--- src/rtl/skew_feeder_pkg.sv ---
// Shared types and sizing helpers for the skew_feeder block.
package skew_feeder_pkg;

    typedef enum logic [0:0] {
        ST_IDLE   = 1'b0,
        ST_STREAM = 1'b1
    } state_e;

    localparam logic [0:0] IDLE   = 1'b0;
    localparam logic [0:0] STREAM = 1'b1;

    function automatic int unsigned num_steps(input int unsigned dim);
        return 2 * dim - 1;
    endfunction

    function automatic int unsigned elem_idx(input int unsigned r, input int unsigned c,
                                             input int unsigned dim);
        return r * dim + c;
    endfunction

    // Width of a counter that spans 0 .. num_steps(dim)-1, never zero.
    function automatic int unsigned step_bits(input int unsigned dim);
        return (num_steps(dim) > 1) ? $clog2(num_steps(dim)) : 1;
    endfunction

endpackage

--- src/rtl/skew_feeder_if.sv ---
// Upstream matrix handshake plus downstream skewed-lane beat handshake.
interface skew_feeder_if #(
    parameter int unsigned width_p = 8,
    parameter int unsigned dim_p   = 4
);
    logic                             valid_i;
    logic [width_p*dim_p*dim_p-1:0]   data_i;
    logic                             ready_o;
    logic                             valid_o;
    logic                             ready_i;
    logic [width_p*dim_p-1:0]         data_o;
    logic [dim_p-1:0]                 lane_valid_o;
    logic                             last_o;

    modport master (
        output valid_i, data_i, ready_i,
        input  ready_o, valid_o, data_o, lane_valid_o, last_o
    );

    modport slave (
        input  valid_i, data_i, ready_i,
        output ready_o, valid_o, data_o, lane_valid_o, last_o
    );
endinterface

--- src/rtl/skew_lane_sel.sv ---
// Picks the element a single row lane carries on a given step: row r shows column step-r.
module skew_lane_sel #(
    parameter int unsigned width_p = 8,
    parameter int unsigned dim_p   = 4,
    parameter int unsigned step_w  = 3,
    parameter int unsigned row_w   = 2
) (
    input  logic [row_w-1:0]         row,
    input  logic [step_w-1:0]        step,
    input  logic [width_p*dim_p-1:0] row_data,
    output logic [width_p-1:0]       elem_c,
    output logic                     valid_c
);
    localparam int unsigned CALC_W = ((step_w > row_w) ? step_w : row_w) + 1;

    logic [CALC_W-1:0] col;

    always_comb begin
        col     = CALC_W'(step) - CALC_W'(row);
        valid_c = (CALC_W'(step) >= CALC_W'(row)) && (col < CALC_W'(dim_p));
        elem_c  = '0;
        if (valid_c) begin
            elem_c = row_data[col*width_p +: width_p];
        end
    end
endmodule

--- src/rtl/skew_feeder.sv ---
// Replays a captured dim_p x dim_p matrix as diagonally skewed west-edge lanes.
// Define SKEW_FEEDER_PINGPONG_EN to add a shadow buffer for back-to-back matrices.
module skew_feeder
    import skew_feeder_pkg::*;
#(
    parameter int unsigned width_p = 8,
    parameter int unsigned dim_p   = 4
) (
    input  logic          clk_i,
    input  logic          reset_ni,
    skew_feeder_if.slave  bus
);
    localparam int unsigned MAT_W     = width_p * dim_p * dim_p;
    localparam int unsigned LANE_W    = width_p * dim_p;
    localparam int unsigned STEP_W    = step_bits(dim_p);
    localparam int unsigned ROW_W     = (dim_p > 1) ? $clog2(dim_p) : 1;
    localparam int unsigned LAST_STEP = num_steps(dim_p) - 1;

    logic [0:0]        state_r, state_n;
    logic [STEP_W-1:0] step_r, step_n;
    logic [MAT_W-1:0]  buf_r, buf_n;
    logic              valid_d_r;
    logic              ready_r, ready_n;
    logic              valid_r;
    logic [LANE_W-1:0] data_r;
    logic [dim_p-1:0]  lane_valid_r;
    logic              last_r;

    logic              accept_c, fire_c, final_c, stream_n;
    logic [LANE_W-1:0] lanes_c;
    logic [dim_p-1:0]  lane_valid_c;

`ifdef SKEW_FEEDER_PINGPONG_EN
    logic [MAT_W-1:0]  shd_r, shd_n;
    logic              shd_full_r, shd_full_n;
`endif

    // Next-state, step and buffer selection.
    always_comb begin
        state_n  = state_r;
        step_n   = step_r;
        buf_n    = buf_r;
`ifdef SKEW_FEEDER_PINGPONG_EN
        shd_n      = shd_r;
        shd_full_n = shd_full_r;
`endif
        accept_c = bus.valid_i & ~valid_d_r & ready_r;
        fire_c   = valid_r & bus.ready_i;
        final_c  = fire_c && (step_r == STEP_W'(LAST_STEP));

        case (state_r)
            IDLE: begin
`ifdef SKEW_FEEDER_PINGPONG_EN
                // A matrix parked while the previous one finished starts here.
                if (shd_full_r) begin
                    buf_n      = shd_r;
                    shd_full_n = 1'b0;
                    step_n     = '0;
                    state_n    = STREAM;
                end else
`endif
                if (accept_c) begin
                    buf_n   = bus.data_i;
                    step_n  = '0;
                    state_n = STREAM;
                end
            end
            STREAM: begin
                if (final_c) begin
                    step_n = '0;
`ifdef SKEW_FEEDER_PINGPONG_EN
                    if (shd_full_r) begin
                        buf_n      = shd_r;
                        shd_full_n = 1'b0;
                    end else begin
                        state_n = IDLE;
                    end
`else
                    state_n = IDLE;
`endif
                end else if (fire_c) begin
                    step_n = step_r + STEP_W'(1);
                end
`ifdef SKEW_FEEDER_PINGPONG_EN
                if (accept_c) begin
                    shd_n      = bus.data_i;
                    shd_full_n = 1'b1;
                end
`endif
            end
            default: state_n = IDLE;
        endcase

        stream_n = (state_n == STREAM);
`ifdef SKEW_FEEDER_PINGPONG_EN
        ready_n = ~shd_full_n;
`else
        ready_n = (state_n == IDLE);
`endif
    end

    // Lane selection runs on next-state values so the beat outputs can be registered.
    for (genvar r = 0; r < dim_p; r++) begin : g_lane
        skew_lane_sel #(
            .width_p (width_p),
            .dim_p   (dim_p),
            .step_w  (STEP_W),
            .row_w   (ROW_W)
        ) u_lane_sel (
            .row      (ROW_W'(r)),
            .step     (step_n),
            .row_data (buf_n[elem_idx(r, 0, dim_p)*width_p +: LANE_W]),
            .elem_c   (lanes_c[r*width_p +: width_p]),
            .valid_c  (lane_valid_c[r])
        );
    end

    always_ff @(posedge clk_i or negedge reset_ni) begin
        if (!reset_ni) begin
            state_r   <= IDLE;
            step_r    <= '0;
            buf_r     <= '0;
            valid_d_r <= 1'b0;
            ready_r   <= 1'b1;
        end else begin
            state_r   <= state_n;
            step_r    <= step_n;
            buf_r     <= buf_n;
            valid_d_r <= bus.valid_i;
            ready_r   <= ready_n;
        end
    end

`ifdef SKEW_FEEDER_PINGPONG_EN
    always_ff @(posedge clk_i or negedge reset_ni) begin
        if (!reset_ni) begin
            shd_r      <= '0;
            shd_full_r <= 1'b0;
        end else begin
            shd_r      <= shd_n;
            shd_full_r <= shd_full_n;
        end
    end
`endif

    // Beat outputs; idle cycles present all-zero lanes.
    always_ff @(posedge clk_i or negedge reset_ni) begin
        if (!reset_ni) begin
            valid_r      <= 1'b0;
            data_r       <= '0;
            lane_valid_r <= '0;
            last_r       <= 1'b0;
        end else begin
            valid_r      <= stream_n;
            data_r       <= stream_n ? lanes_c : '0;
            lane_valid_r <= stream_n ? lane_valid_c : '0;
            last_r       <= stream_n && (step_n == STEP_W'(LAST_STEP));
        end
    end

    assign bus.ready_o      = ready_r;
    assign bus.valid_o      = valid_r;
    assign bus.data_o       = data_r;
    assign bus.lane_valid_o = lane_valid_r;
    assign bus.last_o       = last_r;

endmodule

--- src/flat_wrapper.sv ---
// flat-port wrapper written by rule: the top's interface ports become plain ports
module skew_feeder_flat import skew_feeder_pkg::*;
#(
    parameter int unsigned width_p = 8,
    parameter int unsigned dim_p   = 4
)
  (clk_i, reset_ni, bus_valid_i, bus_data_i, bus_ready_i, bus_ready_o, bus_valid_o, bus_data_o, bus_lane_valid_o, bus_last_o);
  skew_feeder_if #(.width_p(width_p), .dim_p(dim_p)) bus_i ();
  input  logic clk_i;
  input  logic reset_ni;
  input wire logic [$bits(bus_i.valid_i)-1:0] bus_valid_i;
  input wire logic [$bits(bus_i.data_i)-1:0] bus_data_i;
  input wire logic [$bits(bus_i.ready_i)-1:0] bus_ready_i;
  output wire logic [$bits(bus_i.ready_o)-1:0] bus_ready_o;
  output wire logic [$bits(bus_i.valid_o)-1:0] bus_valid_o;
  output wire logic [$bits(bus_i.data_o)-1:0] bus_data_o;
  output wire logic [$bits(bus_i.lane_valid_o)-1:0] bus_lane_valid_o;
  output wire logic [$bits(bus_i.last_o)-1:0] bus_last_o;
  assign bus_i.valid_i = bus_valid_i;
  assign bus_i.data_i = bus_data_i;
  assign bus_i.ready_i = bus_ready_i;
  assign bus_ready_o = bus_i.ready_o;
  assign bus_valid_o = bus_i.valid_o;
  assign bus_data_o = bus_i.data_o;
  assign bus_lane_valid_o = bus_i.lane_valid_o;
  assign bus_last_o = bus_i.last_o;
  skew_feeder #(.width_p(width_p), .dim_p(dim_p)) u_core (.clk_i(clk_i), .reset_ni(reset_ni), .bus(bus_i));
endmodule
--- config.mk ---
export PLATFORM = sky130hd
export DESIGN_NAME = skew_feeder_flat
export DESIGN_NICKNAME = d
export VERILOG_FILES = /design/src/rtl/skew_feeder_pkg.sv /design/src/rtl/skew_feeder_if.sv /design/src/rtl/skew_lane_sel.sv /design/src/rtl/skew_feeder.sv /design/src/flat_wrapper.sv
export SDC_FILE = /design/constraint.sdc
export NUM_CORES = 1
export LEC_CHECK = 0
export ABC_AREA = 1
export CAP_MARGIN = 20
export CORE_ASPECT_RATIO = 0.7
export CORE_UTILIZATION = 37
export DETAILED_ROUTE_END_ITERATION = 12
export PLACE_DENSITY = 0.59
export REMOVE_ABC_BUFFERS = 1
export SYNTH_ARGS = -nofsm -noshare
export SYNTH_HDL_FRONTEND = slang
export SYNTH_SLANG_ARGS = --single-unit
export TNS_END_PERCENT = 20
--- constraint.sdc ---
create_clock -name clk_i -period 2.9 [get_ports clk_i]
set_input_delay 0.435 -clock clk_i [delete_from_list [all_inputs] [get_ports clk_i]]
set_output_delay 0.435 -clock clk_i [all_outputs]
set_load 0.05 [all_outputs]
# After elaboration in Yosys (flattened, before gate mapping)
# Cells that the tools add are included.
# totals
output_inout_bits	39
wordCells	53
regBits	171
input_bits	132
# op_classes
mux	15
magnitude_cmp	8
n_addsub	4
n_eq_ne	2
n_reduce_logical	6
shift	4
n_bitwise	6
# op_table
op	count
128-bit two-way mux	2
32-bit by 8-bit indexed part select with 8-bit output	3
32-bit two-way mux	1
8-bit two-way mux	4
32-bit by 7-bit indexed part select with 8-bit output	1
4-bit by 3-bit less-than comparator with 1-bit output, second input constant	3
3-bit two-way mux	3
3-bit by 2-bit subtractor with 4-bit output, second input constant	2
3-bit equality test, second input constant	2
3-bit by 1-bit >= comparator with 1-bit output, second input constant	2
3-bit by 2-bit >= comparator with 1-bit output, second input constant	2
1-bit logical AND	6
3-bit case mux with 2 select lines	1
4-bit two-way mux	1
3-bit by 1-bit subtractor with 4-bit output, second input constant	1
3-bit by 1-bit adder with 3-bit output, second input constant	1
1-bit AND	3
3-bit less-than comparator, second input constant	1
1-bit inverter	3
1-bit two-way mux	2
1-bit case mux with 2 select lines	1

# Depth between registers and ports, before layout
# depth
ltp_word	10
mapped_depth	16
depth_no_buf	14

# Hierarchy
# From an unflattened synthesis, not the netlist that was laid out.
# unflattened
hier_cells	1201
hier_area_um2	9412.8
# modules_own_cells
mod	seq_area_each_um2	area_per_inst_um2	n_inst	cells_per_inst
skew_feeder	4280.4	7130.6	1	697
skew_lane_sel	0.0	570.5	4	126

# Worst setup path before layout
# OpenSTA, ideal clock, no wires.
# synth_timing
kind	register -> register
startpoint	register u_core.state_r
endpoint	register u_core.data_r[24] (netlist: u_core.bus.data_o[24])
synth_period_minus_slack_ns	2.723
stages_incl_launch_ff	17
slack_ns	0.177
required_ns	2.821
path_buffers	3
arrival_time_ns	2.645
setup_time_ns	0.079
cell_sequence	dfrtp_1 -> buf_4 -> nand2_2 -> nand2_1 -> nand2_1 -> nor2_1 -> nor2_1 -> buf_2 -> buf_2 -> inv_1 -> ha_1 -> inv_1 -> ha_1 -> inv_1 -> nor4_1 -> nand2_1 -> a21oi_1
# synth_between
elab_chain_len	9
word_cells_on_any_way	16
cone_classes	add/sub (1); order compare (2); shift (1); mux (8); bitwise (2); reduce/logical (2)
# synth_rtl
element	line_no	text
start, declared	skew_feeder.sv:19	logic [0:0] state_r, state_n;
start signal, assigned	skew_feeder.sv:126	state_r <= state_n;
branches (longest 8 deep; another with 3-bit by 2-bit subtractor with 4-bit output)	n/a	
32-bit two-way mux (*)	skew_feeder.sv:155	data_r <= stream_n ? lanes_c : '0;
end signal, assigned	skew_feeder.sv:155	
end, declared	skew_feeder.sv:25	logic [LANE_W-1:0] data_r;
# Every way passes the cells marked *.

# Worst setup path in the final report
# layout_timing
startpoint	register u_core.step_r[0]
endpoint	register u_core.data_r[31] (netlist: u_core.bus.data_o[31])
# layout_between
elab_chain_len	9
word_cells_on_any_way	16
cone_classes	add/sub (2); order compare (2); eq/ne (1); shift (1); mux (8); reduce/logical (2)
# layout_rtl
element	line_no	text
start, declared	skew_feeder.sv:20	logic [STEP_W-1:0] step_r, step_n;
start signal, assigned	skew_feeder.sv:127	step_r <= step_n;
branches (longest 8 deep; another with 3-bit by 2-bit subtractor with 4-bit output)	n/a	
32-bit two-way mux (*)	skew_feeder.sv:155	
# Marked as above.

==> results.txt <==
The number of buffers inserted during clock tree synthesis came out at 17. The placeable core area came out at 0.0221 sq mm. The async set-reset flop share out of synthesis is 1.00.

Entering global routing, the biggest net connects 78 pins. The largest fanout of any net on the critical path is 9. Summed over all layers, the routed wires come to 21.5 mm. For this block, wires on met1 add up to 11.0 mm. After detailed routing, the average wire length per cell comes to 13.2 um. In this run the count of I/O pins placed on the die edge is 171.

In this run, synthesis inferred 0 flip-flops with an integrated enable. Summed over all nets, wire length on met3 after detailed routing comes to 1.54 mm. The shortest period the worst path allows came out at 2.57 ns. In this run, distinct cell masters in the synthesized netlist total 23.

The number of antenna violations at the first check in global routing was 2. The top cell types in the final layout, fill and taps aside, are nand2_1 (339), inv_1 (320), dfrtp_1 (170). The worst setup path is launched from a register.

The die width is between 150 and 200 um. The worst path required time came out at between 3 and 4 ns. The count of nets left with antenna violations after detail routing came out at 0. The clock tree from TritonCTS is yes.

The worst setup path is captured at a register. The leakage dissipation is 6.05 nW. The total length of routed met2 wires is about 9 mm.

Dividing the detail-routed via count by the number of cells gives ~4.3. The register area share after synthesis came out at 0.506. The number of max-capacitance violations reported is 0. The synthesized area came out at 0.00846 sq mm. For the final database, setup skew stands at 0.0176 ns. The library cell used most frequently in the layout, excluding fill and tap cells, is nand2_1. The internal power came out at approximately 6.6 mW. Setup repair after global routing left no endpoint under its margin. The sequential group share of total power is 0.317. Of the total power, combinational logic draws 0.498. The initialized floorplan defines 45 standard-cell rows. The fraction of layout instances using a drive strength above 1 is 0.0537.

The congestion estimate from routability-driven global placement came to 0.786. The flow ran to the end, but the final reports show violations. The tree is rooted in a clkbuf_16.

Of the total power, the share spent switching nets is 0.434. The post-synthesis area per instance is 7.38 sq um. The final max-slew violation count came out at 0. The worst slew margin relative to its limit came out at 0.597. The power dissipated by switching net loads is 5.09 mW. The die boundary height came out at 129 um. For this run the aggregate overflow at the end of global routing stands at 0. The total die area came out at 0.0235 sq mm. The count of vias placed by the detailed router came out at 7049. The portion of total power attributed to the clock network is 0.185. The design area is 0.0111 sq mm.

The checks that failed: hold timing. The H-tree depth reported by CTS is 4. The first-pass detailed-route iteration total is 5. The setup path with the least slack is of type register to register.

Power spread over the standard cell area amounts to 1050 mW/mm^2. For the pin with the worst max-slew slack, the measured transition is 0.605 ns. The total of warnings raised by yosys came out at 0. In this run the deepest clock path goes through 2 buffers. The total routing usage reported by global routing is 0.196. In the synthesized netlist the dominant register cell turns out to be dfrtp_1. The overall power consumption is 11.7 mW.

The setup violation total in the final timing report came out at 0. The placed standard-cell area came out at 0.0106 sq mm. The count of final hold-check violations is 17. The initial cell density of the core is 0.383. The total number of clock tree sinks is around 170. The post-CTS resize count came out at 0. At the later pin of the worst-skew pair, clock insertion delay measures around 0.43 ns.

The register area came out at roughly 0.0043 sq mm. For this block, the initial DRC count from the detailed router was 519. The synthesized netlist cell count came out at roughly 1100. The part of the cycle the worst path needs is 0.886. The number of fill cells in the layout is 2177.

The number of global-route vias before repair is just over 7000. The number of I/O port buffers is 170. The post-synthesis sequential element count came out at 171. The tightest min-delay check is of the input port to async pin type. The number of hold buffers added after CTS was 0. The clock slew at the register clock pins of the worst setup and hold paths is around 0.06 ns. STA puts the critical path data arrival time at 2.91 ns. Summing all multi-input logic gate instances after layout gives 0.00274 sq mm. The tightest hold margin is -0.0318 ns. After detailed routing, no signal wire sits above met5.

The wire-length estimate of the detail-placed layout is 14.5 mm. The global-route wire length before repair came out at 36.0 mm. The setup fix buffers added after clock tree synthesis came out at 0. The maximum clock frequency is between 300 and 400 MHz.

The area overhead of the layout relative to synthesis is 31.5%. The maximum resistive drop on vdd came out at 0.595 mV. The DRC violation count after routing came out at 0. The number of antenna diodes in the final layout is 0. In the final design database the tool counted 1451 nets.
==> synth_stat cells, types with 3 or more instances <==
library cell | number | area share
buf_2 | 19 | 0.011
buf_1 | 4 | 0.0018
inv_2 | 3 | 0.0013
nand3_1 | 110 | 0.065
nand3b_1 | 16 | 0.014
inv_1 | 320 | 0.14
a21oi_1 | 25 | 0.015
nor2_1 | 15 | 0.0067
nand2_2 | 5 | 0.0037
o21ai_1 | 9 | 0.0053
nand2_1 | 340 | 0.15
nor2_2 | 3 | 0.0022
o21ai_0 | 64 | 0.038
nor2_4 | 3 | 0.0040
ha_1 | 10 | 0.015
clkbuf_1 | 22 | 0.0098
dfrtp_1 | 170 | 0.50
buf_6 | 4 | 0.0053
==> layout make-up <==
| class | count | area share |
|---|---|---|
| clock buffer | 21 | 0.0414 |
| clock inverter | 10 | 0.00832 |
| inverter | 323 | 0.109 |
| multi-input combinational | 603 | 0.246 |
| sequential | 171 | 0.385 |
| tap | 305 | 0.0343 |
| timing repair buffer | 193 | 0.176 |
==> power by group through the flow <==
| stage | combinational (mW) | sequential, mW | clock [mW] |
|---|---|---|---|
| 2_1_floorplan | 3.42 | 4.23 | 0 |
| 3_3_place_gp | 5.78 | 3.74 | 0 |
| 3_5_place_dp | 5.87 | 3.76 | 0 |
| 4_1_cts | 5.90 | 3.73 | 2.22 |
| 5_1_grt | 6.63 | 3.81 | 2.34 |
| 6_report | 5.85 | 3.72 | 2.17 |
==> routing by layer <==
| layer | up-vias | GRT usage |
|---|---|---|
| met4 | 4 | 0.0435 |
| met3 | 14 | 0.0583 |
| met1 | 3139 | 0.282 |
| met5 | - | 0 |
| li1 | 3662 | - |
| met2 | 230 | 0.292 |
==> cells by family (layout without fill, tap and decap cells) <==
family          count (synthesis)  count (layout)  share of synthesized area
flops                         171             171                      0.506
simple gates                  494             494                      0.248
compound gates                 99              99                     0.0590
buf+inv                       373             547                      0.172
fa+ha+maj                      10              10                     0.0148
==> final timing paths <==
| check | to | slack, ns | start | cells after the start |
|---|---|---|---|---|
| max | u_core.bus.data_o[31]$_DFF_PN0_ | 0.33 | u_core.step_r[0]$_DFF_PN0_ | 14 |
| min | u_core.buf_r[118]$_DFF_PN0_ | -0.03 | reset_ni | 1 |
| max in group asynchronous | u_core.bus.ready_o$_DFF_PN1_ | 2.18 | reset_ni | 2 |
| min in group clk_i | u_core.buf_r[109]$_DFF_PN0_ | 0.49 | u_core.buf_r[109]$_DFF_PN0_ | 2 |
| min reg2reg | u_core.buf_r[109]$_DFF_PN0_ | 0.49 | u_core.buf_r[109]$_DFF_PN0_ | 2 |
| max reg2reg | u_core.bus.data_o[31]$_DFF_PN0_ | 0.33 | u_core.step_r[0]$_DFF_PN0_ | 14 |
==> critical path, stage by stage (launching register included) <==
cell and delay, ns:
dfrtp_1 0.42, inv_1 0.10, ha_1 0.30, nand3_1 0.08, nand2_1 0.06, nor2_1 0.16, nor2_2 0.06, inv_1 0.09
ha_1 0.15, inv_1 0.04, ha_1 0.26, inv_1 0.03, nor4_1 0.24, nand2_1 0.27, a21oi_1 0.22
==> through the flow <==
stage          setup WS, ns   util  TNS, ns  hold WS [ns]  std cells
6_report              0.330  0.504        0       -0.0318       1626
5_1_grt              0.0923  0.504        0        0.0249       1626
4_1_cts               0.310  0.504        0       0.00779       1626
3_5_place_dp        -0.0131  0.479  -0.0131         0.467       1595
3_3_place_gp         0.0398  0.479        0         0.466       1595
2_1_floorplan         -1.09      -   -90.21         0.139       1097
==> state kept, by name (all words and copies together), names as in the netlist <==
register / cells
u_core.valid_d_r: 1
u_core.bus.last_o: 1
u_core.step_r: 3
u_core.buf_r: 128
u_core.bus.data_o: 32
u_core.bus.lane_valid_o: 4
u_core.bus.ready_o: 1
u_core.state_r: 1
No activity file was read; power rests on OpenSTA's default activity.
